===== src/rtl/mips_pkg.sv =====
// Shared encodings for the MIPS decode/execute slice: opcodes, functs, ALU codes,
// forwarding selects, pipeline control bundles and the main decoder.
package mips_pkg;

  localparam logic [5:0] OP_RTYPE = 6'b000000;
  localparam logic [5:0] OP_LW    = 6'b100011;
  localparam logic [5:0] OP_SW    = 6'b101011;
  localparam logic [5:0] OP_BEQ   = 6'b000100;
  localparam logic [5:0] OP_BNE   = 6'b000101;
  localparam logic [5:0] OP_ADDI  = 6'b001000;

  localparam logic [5:0] F_ADD = 6'b100000;
  localparam logic [5:0] F_SUB = 6'b100010;
  localparam logic [5:0] F_AND = 6'b100100;
  localparam logic [5:0] F_OR  = 6'b100101;
  localparam logic [5:0] F_SLT = 6'b101010;
  localparam logic [5:0] F_SLL = 6'b000000;
  localparam logic [5:0] F_SRL = 6'b000010;

  typedef enum logic [2:0] {
    ALU_AND = 3'b000,
    ALU_OR  = 3'b001,
    ALU_ADD = 3'b010,
    ALU_SLL = 3'b100,
    ALU_SRL = 3'b101,
    ALU_SUB = 3'b110,
    ALU_SLT = 3'b111
  } alu_ctrl_e;

  typedef enum logic [1:0] {
    FWD_RF  = 2'b00,
    FWD_WB  = 2'b01,
    FWD_MEM = 2'b10
  } fwd_sel_e;

  typedef struct packed {
    logic      reg_write;
    logic      mem_to_reg;
    logic      mem_write;
    logic      branch;
    logic      is_bne;
    logic      alu_src;
    logic      reg_dst;
    alu_ctrl_e alu_ctrl;
  } ctrl_t;

  // Branch bits are consumed in ID, so EX only carries the rest.
  typedef struct packed {
    logic      reg_write;
    logic      mem_to_reg;
    logic      mem_write;
    logic      alu_src;
    logic      reg_dst;
    alu_ctrl_e alu_ctrl;
  } ex_ctrl_t;

  typedef struct packed {
    ex_ctrl_t    ctrl;
    logic [31:0] rd1;
    logic [31:0] rd2;
    logic [31:0] imm;
    logic [4:0]  rs;
    logic [4:0]  rt;
    logic [4:0]  rd;
    logic [4:0]  shamt;
  } idex_t;

  typedef struct packed {
    logic        reg_write;
    logic        mem_to_reg;
    logic        mem_write;
    logic [4:0]  wreg;
    logic [31:0] alu;
    logic [31:0] wdata;
  } exmem_t;

  // Unsupported opcodes/functs fall out as an all-zero control word.
  function automatic ctrl_t decode(input logic [31:0] instr);
    ctrl_t c;
    c = '0;
    case (instr[31:26])
      OP_RTYPE: begin
        c.reg_write = 1'b1;
        c.reg_dst   = 1'b1;
        case (instr[5:0])
          F_ADD:   c.alu_ctrl = ALU_ADD;
          F_SUB:   c.alu_ctrl = ALU_SUB;
          F_AND:   c.alu_ctrl = ALU_AND;
          F_OR:    c.alu_ctrl = ALU_OR;
          F_SLT:   c.alu_ctrl = ALU_SLT;
          F_SLL:   c.alu_ctrl = ALU_SLL;
          F_SRL:   c.alu_ctrl = ALU_SRL;
          default: c = '0;
        endcase
      end
      OP_ADDI: begin
        c.reg_write = 1'b1;
        c.alu_src   = 1'b1;
        c.alu_ctrl  = ALU_ADD;
      end
      OP_LW: begin
        c.reg_write  = 1'b1;
        c.mem_to_reg = 1'b1;
        c.alu_src    = 1'b1;
        c.alu_ctrl   = ALU_ADD;
      end
      OP_SW: begin
        c.mem_write = 1'b1;
        c.alu_src   = 1'b1;
        c.alu_ctrl  = ALU_ADD;
      end
      OP_BEQ: begin
        c.branch   = 1'b1;
        c.alu_ctrl = ALU_SUB;
      end
      OP_BNE: begin
        c.branch   = 1'b1;
        c.is_bne   = 1'b1;
        c.alu_ctrl = ALU_SUB;
      end
      default: c = '0;
    endcase
    return c;
  endfunction

endpackage


===== src/rtl/mips_id_ex_core_hazard.sv =====
// Forwarding selects for the ID comparator and EX operands, plus load-use and
// branch stall detection.
module mips_hazard_unit
  import mips_pkg::*;
(
  input  logic [4:0] rs_d_i,
  input  logic [4:0] rt_d_i,
  input  logic       branch_d_i,
  input  logic [4:0] rs_e_i,
  input  logic [4:0] rt_e_i,
  input  logic [4:0] wreg_e_i,
  input  logic       reg_write_e_i,
  input  logic       mem_to_reg_e_i,
  input  logic [4:0] wreg_m_i,
  input  logic       reg_write_m_i,
  input  logic       mem_to_reg_m_i,
  input  logic [4:0] wreg_w_i,
  input  logic       reg_write_w_i,
  output fwd_sel_e   fwd_ae_o,
  output fwd_sel_e   fwd_be_o,
  output logic       fwd_ad_o,
  output logic       fwd_bd_o,
  output logic       stall_f_o,
  output logic       stall_d_o,
  output logic       flush_e_o
);

  logic lwstall, branchstall, stall;

  // M-stage match wins over W since it holds the younger value.
  always_comb begin
    fwd_ae_o = FWD_RF;
    if (rs_e_i != 5'd0 && rs_e_i == wreg_m_i && reg_write_m_i)      fwd_ae_o = FWD_MEM;
    else if (rs_e_i != 5'd0 && rs_e_i == wreg_w_i && reg_write_w_i) fwd_ae_o = FWD_WB;
    fwd_be_o = FWD_RF;
    if (rt_e_i != 5'd0 && rt_e_i == wreg_m_i && reg_write_m_i)      fwd_be_o = FWD_MEM;
    else if (rt_e_i != 5'd0 && rt_e_i == wreg_w_i && reg_write_w_i) fwd_be_o = FWD_WB;
  end

  assign fwd_ad_o = (rs_d_i != 5'd0) && (rs_d_i == wreg_m_i) && reg_write_m_i;
  assign fwd_bd_o = (rt_d_i != 5'd0) && (rt_d_i == wreg_m_i) && reg_write_m_i;

  assign lwstall     = mem_to_reg_e_i && ((rs_d_i == rt_e_i) || (rt_d_i == rt_e_i));
  assign branchstall = branch_d_i &&
                       ((reg_write_e_i && (wreg_e_i == rs_d_i || wreg_e_i == rt_d_i)) ||
                        (mem_to_reg_m_i && (wreg_m_i == rs_d_i || wreg_m_i == rt_d_i)));
  assign stall       = lwstall || branchstall;

  assign stall_f_o = stall;
  assign stall_d_o = stall;
  assign flush_e_o = stall;

endmodule


===== src/rtl/mips_id_ex_core.sv =====
// ID and EX stages of a 5-stage MIPS pipeline: decode, register file, branch
// resolution, ID/EX and EX/MEM registers, ALU and hazard control.
module mips_id_ex_core
  import mips_pkg::*;
(
  input  logic        clk,
  input  logic        rst,
  input  logic [31:0] InstrD,
  input  logic [31:0] PCPlus4D,
  input  logic        RegWriteW,
  input  logic [4:0]  WriteRegW,
  input  logic [31:0] ResultW,
  output logic        StallF,
  output logic        StallD,
  output logic        PCSrcD,
  output logic [31:0] PCBranchD,
  output logic        RegWriteM,
  output logic        MemtoRegM,
  output logic        MemWriteM,
  output logic [4:0]  WriteRegM,
  output logic [31:0] ALUOutM,
  output logic [31:0] WriteDataM
);

  ctrl_t       ctrlD;
  logic [4:0]  rsD, rtD, rdD;
  logic [31:0] immD, rd1D, rd2D, cmpAD, cmpBD;
  logic        ForwardAD, ForwardBD, FlushE;
  fwd_sel_e    ForwardAE, ForwardBE;

  logic [31:0] rf_q [32];
  idex_t       idex_d, idex_q;
  exmem_t      exmem_d, exmem_q;

  logic [4:0]  wregE;
  logic [31:0] srcAE, srcBpreE, srcBE, aluE;

  assign ctrlD = decode(InstrD);
  assign rsD   = InstrD[25:21];
  assign rtD   = InstrD[20:16];
  assign rdD   = InstrD[15:11];
  assign immD  = {{16{InstrD[15]}}, InstrD[15:0]};

  // Write-through lets an instruction in ID see the value retiring this cycle.
  always_comb begin
    rd1D = rf_q[rsD];
    rd2D = rf_q[rtD];
    if (RegWriteW && WriteRegW == rsD) rd1D = ResultW;
    if (RegWriteW && WriteRegW == rtD) rd2D = ResultW;
    if (rsD == 5'd0) rd1D = '0;
    if (rtD == 5'd0) rd2D = '0;
  end

  always_ff @(posedge clk or posedge rst) begin
    if (rst) begin
      for (int i = 0; i < 32; i++) rf_q[i] <= '0;
    end else if (RegWriteW && WriteRegW != 5'd0) begin
      rf_q[WriteRegW] <= ResultW;
    end
  end

  // Branch outputs are combinational; hold them at 0 while reset is asserted.
  assign cmpAD     = ForwardAD ? ALUOutM : rd1D;
  assign cmpBD     = ForwardBD ? ALUOutM : rd2D;
  assign PCSrcD    = !rst && ctrlD.branch && ((cmpAD == cmpBD) ^ ctrlD.is_bne);
  assign PCBranchD = rst ? '0 : PCPlus4D + {immD[29:0], 2'b00};

  always_comb begin
    idex_d.ctrl.reg_write  = ctrlD.reg_write;
    idex_d.ctrl.mem_to_reg = ctrlD.mem_to_reg;
    idex_d.ctrl.mem_write  = ctrlD.mem_write;
    idex_d.ctrl.alu_src    = ctrlD.alu_src;
    idex_d.ctrl.reg_dst    = ctrlD.reg_dst;
    idex_d.ctrl.alu_ctrl   = ctrlD.alu_ctrl;
    idex_d.rd1             = rd1D;
    idex_d.rd2             = rd2D;
    idex_d.imm             = immD;
    idex_d.rs              = rsD;
    idex_d.rt              = rtD;
    idex_d.rd              = rdD;
    idex_d.shamt           = InstrD[10:6];
    if (FlushE) begin
      idex_d.ctrl = '0;
      idex_d.rs   = '0;
      idex_d.rt   = '0;
      idex_d.rd   = '0;
    end
  end

  always_ff @(posedge clk or posedge rst) begin
    if (rst) idex_q <= '0;
    else     idex_q <= idex_d;
  end

  assign wregE = idex_q.ctrl.reg_dst ? idex_q.rd : idex_q.rt;

  always_comb begin
    case (ForwardAE)
      FWD_MEM: srcAE = ALUOutM;
      FWD_WB:  srcAE = ResultW;
      default: srcAE = idex_q.rd1;
    endcase
    case (ForwardBE)
      FWD_MEM: srcBpreE = ALUOutM;
      FWD_WB:  srcBpreE = ResultW;
      default: srcBpreE = idex_q.rd2;
    endcase
  end

  assign srcBE = idex_q.ctrl.alu_src ? idex_q.imm : srcBpreE;

  always_comb begin
    case (idex_q.ctrl.alu_ctrl)
      ALU_AND: aluE = srcAE & srcBE;
      ALU_OR:  aluE = srcAE | srcBE;
      ALU_ADD: aluE = srcAE + srcBE;
      ALU_SUB: aluE = srcAE - srcBE;
      ALU_SLT: aluE = {31'b0, $signed(srcAE) < $signed(srcBE)};
      ALU_SLL: aluE = srcBE << idex_q.shamt;
      ALU_SRL: aluE = srcBE >> idex_q.shamt;
      default: aluE = '0;
    endcase
  end

  always_comb begin
    exmem_d.reg_write  = idex_q.ctrl.reg_write;
    exmem_d.mem_to_reg = idex_q.ctrl.mem_to_reg;
    exmem_d.mem_write  = idex_q.ctrl.mem_write;
    exmem_d.wreg       = wregE;
    exmem_d.alu        = aluE;
    exmem_d.wdata      = srcBpreE;
  end

  always_ff @(posedge clk or posedge rst) begin
    if (rst) exmem_q <= '0;
    else     exmem_q <= exmem_d;
  end

  assign RegWriteM  = exmem_q.reg_write;
  assign MemtoRegM  = exmem_q.mem_to_reg;
  assign MemWriteM  = exmem_q.mem_write;
  assign WriteRegM  = exmem_q.wreg;
  assign ALUOutM    = exmem_q.alu;
  assign WriteDataM = exmem_q.wdata;

  mips_hazard_unit u_hazard (
    .rs_d_i         (rsD),
    .rt_d_i         (rtD),
    .branch_d_i     (ctrlD.branch),
    .rs_e_i         (idex_q.rs),
    .rt_e_i         (idex_q.rt),
    .wreg_e_i       (wregE),
    .reg_write_e_i  (idex_q.ctrl.reg_write),
    .mem_to_reg_e_i (idex_q.ctrl.mem_to_reg),
    .wreg_m_i       (WriteRegM),
    .reg_write_m_i  (RegWriteM),
    .mem_to_reg_m_i (MemtoRegM),
    .wreg_w_i       (WriteRegW),
    .reg_write_w_i  (RegWriteW),
    .fwd_ae_o       (ForwardAE),
    .fwd_be_o       (ForwardBE),
    .fwd_ad_o       (ForwardAD),
    .fwd_bd_o       (ForwardBD),
    .stall_f_o      (StallF),
    .stall_d_o      (StallD),
    .flush_e_o      (FlushE)
  );

endmodule


===== config.mk =====
export PLATFORM = sky130hd
export DESIGN_NAME = mips_id_ex_core
export DESIGN_NICKNAME = d
export VERILOG_FILES = /design/src/rtl/mips_pkg.sv /design/src/rtl/mips_id_ex_core_hazard.sv /design/src/rtl/mips_id_ex_core.sv
export SDC_FILE = /design/constraint.sdc
export NUM_CORES = 2
export LEC_CHECK = 0
export ABC_CLOCK_PERIOD_IN_PS = 50500
export CAP_MARGIN = 25
export CORE_MARGIN = 2
export CORE_UTILIZATION = 45
export DETAILED_ROUTE_END_ITERATION = 16
export PLACE_DENSITY_LB_ADDON = 0.15
export SETUP_SLACK_MARGIN = 0.5
export SYNTH_ARGS = -nofsm -noshare
export SYNTH_HDL_FRONTEND = slang
export SYNTH_HIERARCHICAL = 1
export SYNTH_SLANG_ARGS = --single-unit

===== constraint.sdc =====
create_clock -name clk -period 50.5 [get_ports clk]
set_clock_uncertainty 0.15 [all_clocks]
set_input_delay 10.1 -clock clk [delete_from_list [all_inputs] [get_ports clk]]
set_output_delay 10.1 -clock clk [all_outputs]
set_load 0.03 [all_outputs]

==> results.tsv <==
stage	metric	value	unit
logic_synthesis	synth.net_count	6048	
clocking	clk_pin_slew_worst_paths	0.06	ns
logic_synthesis	yosys-top-cells-area	dfrtp_1 41%, mux4_2 17%, mux2_2 16%	
logic_synthesis	synthArstFlopShare	100.0	%
sta	worstMarginPinSlew	1.198	ns
route	vias	53290	
logic_synthesis	synth_top_area_share	41.49	%
sta	fmax	0.03636	GHz
die	rows	147	
sta	slew_violations	0	
sta	setup-tns-final	0	ns
clocking	cts_buffers	138	
setup_path	critPathLaunchType	input port	
die	start_util	45.20	%
power_and_ir_drop	power_density	39.83	nW/um2
setup_path	path_cells	buf_8 > buf_4 > buf_12 > buf_4 > mux4_2 > mux4_2 > mux2i_1 > a21oi_1 > clkinv_1 > a221oi_1 > nor4_1 > o31ai_1 > nor4_1 > nand4_1 > mux2i_1 > clkdlybuf4s50_1	
clocking	cts_tree	done	
die	core	160000	um2
die	dieArea	163900	um2
die	die_width	404.9	um
sta	period_share	54.47	%
setup_path	slowest_stage	buf_4	
logic_synthesis	synthesis.area	72320	um2
sta	report.final.hold_viol_count	0	
sta	period_needed	27.51	ns
power_and_ir_drop	p_clk_share	31.9	%
grt	grt_util_met2	51.06	%
logic_synthesis	yosysTopAreaCell	dfrtp_1	
run_status	status	finished clean	
logic_synthesis	synth_common_cells	1199 x dfrtp_1, 1020 x mux2_2, 531 x mux4_2	
route	via_per_inst	6.689	
finish	nets	6010	
clocking	cts_resized	0	
clocking	clkLatencyLatePin	0.81	ns
power_and_ir_drop	power_switching	1.041	mW
route	drc_errors	0	
power_and_ir_drop	peakVddDrop	0.00003878	V
power_and_ir_drop	total_leakage_power	34.21	nW
power_and_ir_drop	switching_share	32.41	%
finish	final_layout_size_suffix_gt1_share	34.98	%
setup_path	end_kind	output pin	
logic_synthesis	yosysMostFrequentCell	dfrtp_1	
clocking	htreeDepth	4	
setup_path	critical_path_arrival	17.26	ns
place	io_buffers	210	
logic_synthesis	syn_avg_cell_area	12.45	um2
clocking	cts-root-buf	clkbuf_16	
setup_path	cp_max_fo	76	
sta	relSlewSlack	19.28	%
route	first_iter_violations	5967	
grt	grt_pass1_wl	388000	um
power_and_ir_drop	pwr-share-comb	28.2	%
clocking	postCtsHoldBufs	0	
die	die_y	404.9	um
worst_hold_path	hold_path_class	register to register	
grt	grt_use_met3	6.900	%
clocking	clock-sinks	1199	
grt	grt_usage	32.87	%
logic_synthesis	syn_inst	5808	
power_and_ir_drop	seqPwrFrac	39.9	%
clocking	cts_setup_buffers	0	
sta	rsz0062_at_grt	no	
power_and_ir_drop	p_int	2.170	mW
logic_synthesis	synth-edff-count	0	
logic_synthesis	synth_cell_types	94	
grt	use_met1	44.55	%
logic_synthesis	yosys_warnings	6	
die	pin_count	211	
route	first_pass_iters	6	
logic_synthesis	yosysSeqAreaShare	41.49	%
job	drv_cap	0	
grt	grt_antenna_before_repair	11	
setup_path	setup.worst_path.class	input port to output pin	
route	wl_per_cell	33.89	um
grt	top_usage_layer	met2	
grt	grt_overflow	0	
finish	design_area	80620	um2
grt	grt_pass1_vias	52740	
route	ant_nets	0	
finish	syn2layout_area_growth	11.47	%
route	routed_wirelength	270000	um
sta	finalSetupViolations	0	
setup_path	cp.required	40.25	ns
place	dpl.hpwl	170400	um
place	place_congestion	0.9786	
setup_path	critPathMaxStageDelay	0.77	ns
logic_synthesis	synth-main-ff-cell	dfrtp_1	
place	post_dp_cell_area	75980	um2
logic_synthesis	ys_ff_latch	1199	
grt	grt_max_degree	168	
clocking	clk_path_buf_depth	3	
[critical path: cells and delay by family]
kind	cells	cell delay, ns
AOI/OAI and AO/OA	3	0.50
and+or+nand+nor	3	1.18
buffers and inverters	6	3.15
muxes	4	2.03
[cell families after synthesis]
logic type	Yosys count	share of synthesized area, %
AND/OR/NAND/NOR	836	5.278
multiplexers	1706	34.57
buffers and inverters	721	4.503
XOR/XNOR	145	1.756
AO/OA/AOI/OAI	1065	10.03
flip-flops	1199	41.49
adder cells (fa/ha/maj)	136	2.384
[metrics by stage]
stage	total power [mW]	setup slack, ns	utilization, %	hold WS (ns)	cells
6_report	3.211	22.99	50.38	0.2064	7967
5_1_grt	3.344	22.53	50.37	0.2103	7963
4_1_cts	3.210	23.01	50.34	0.2085	7958
3_5_place_dp	2.185	23.05	47.48	0.1951	7711
3_3_place_gp	2.170	23.04	47.45	0.1875	7707
2_1_floorplan	1.887	2.611	-	0.1812	5808
[flip-flops by register name (all words and copies together) (netlist names)]
name	cells
idex_q	100
MemWriteM	1
MemtoRegM	1
exmem_d	3
WriteDataM	32
ALUOutM	32
rf_q	1024
RegWriteM	1
WriteRegM	5
[power by group through the flow]
stage / logic, mW / registers, mW / clock network (mW)
3_5_place_dp: 0.894 / 1.29 / 0
4_1_cts: 0.898 / 1.27 / 1.04
3_3_place_gp: 0.886 / 1.28 / 0
5_1_grt: 0.965 / 1.30 / 1.08
2_1_floorplan: 0.624 / 1.26 / 0
6_report: 0.907 / 1.28 / 1.02
[per-layer routing]
layer / vias up / share of wire (%)
li1: 21880 / -
met1: 28130 / 41
met2: 2636 / 46
met5: - / 0.0048
met3: 640 / 8.5
met4: 2 / 4.9
[layout make-up]
| class | instances | area [um2] |
|---|---|---|
| antenna | 4 | 10.01 |
| clock buffer | 209 | 4101 |
| clock inverter | 38 | 476.7 |
| fill | 13970 | 79400 |
| inverter | 154 | 585.6 |
| multi-input combinational | 3888 | 39310 |
| sequential | 1199 | 30010 |
| tap | 2086 | 2610 |
| timing repair buffer | 389 | 3518 |
[path summary, 6_finish.rpt]
kind	start	end	slack, ns	depth (start not counted)
max in group asynchronous	rst	rf_q[174]	37.37	6
min in group asynchronous	rst	idex_q[2]	9.79	3
worst max-delay path	InstrD[21]	PCSrcD	22.99	16
worst max register to register	idex_q[14]	ALUOutM[29]	42.70	20
worst min register to register	exmem_d[69]	MemWriteM	0.21	0
worst min-delay path	exmem_d[69]	MemWriteM	0.21	0
[cells in the final DEF, fill, tap and decap left out, types with 58 or more instances in the layout]
cell             count
a21oi_1            191
a22oi_1            158
buf_4              171
clkbuf_16          139
clkdlybuf4s50_1    199
dfrtp_1           1197
ha_1               131
inv_1              147
mux2_2            1020
mux2i_1            153
mux4_2             531
nand2_1            292
nor2_1             232
o21ai_0            200
o22ai_1             80
xnor2_1             87
xor2_1              58
(Power assumes the default switching activity.)
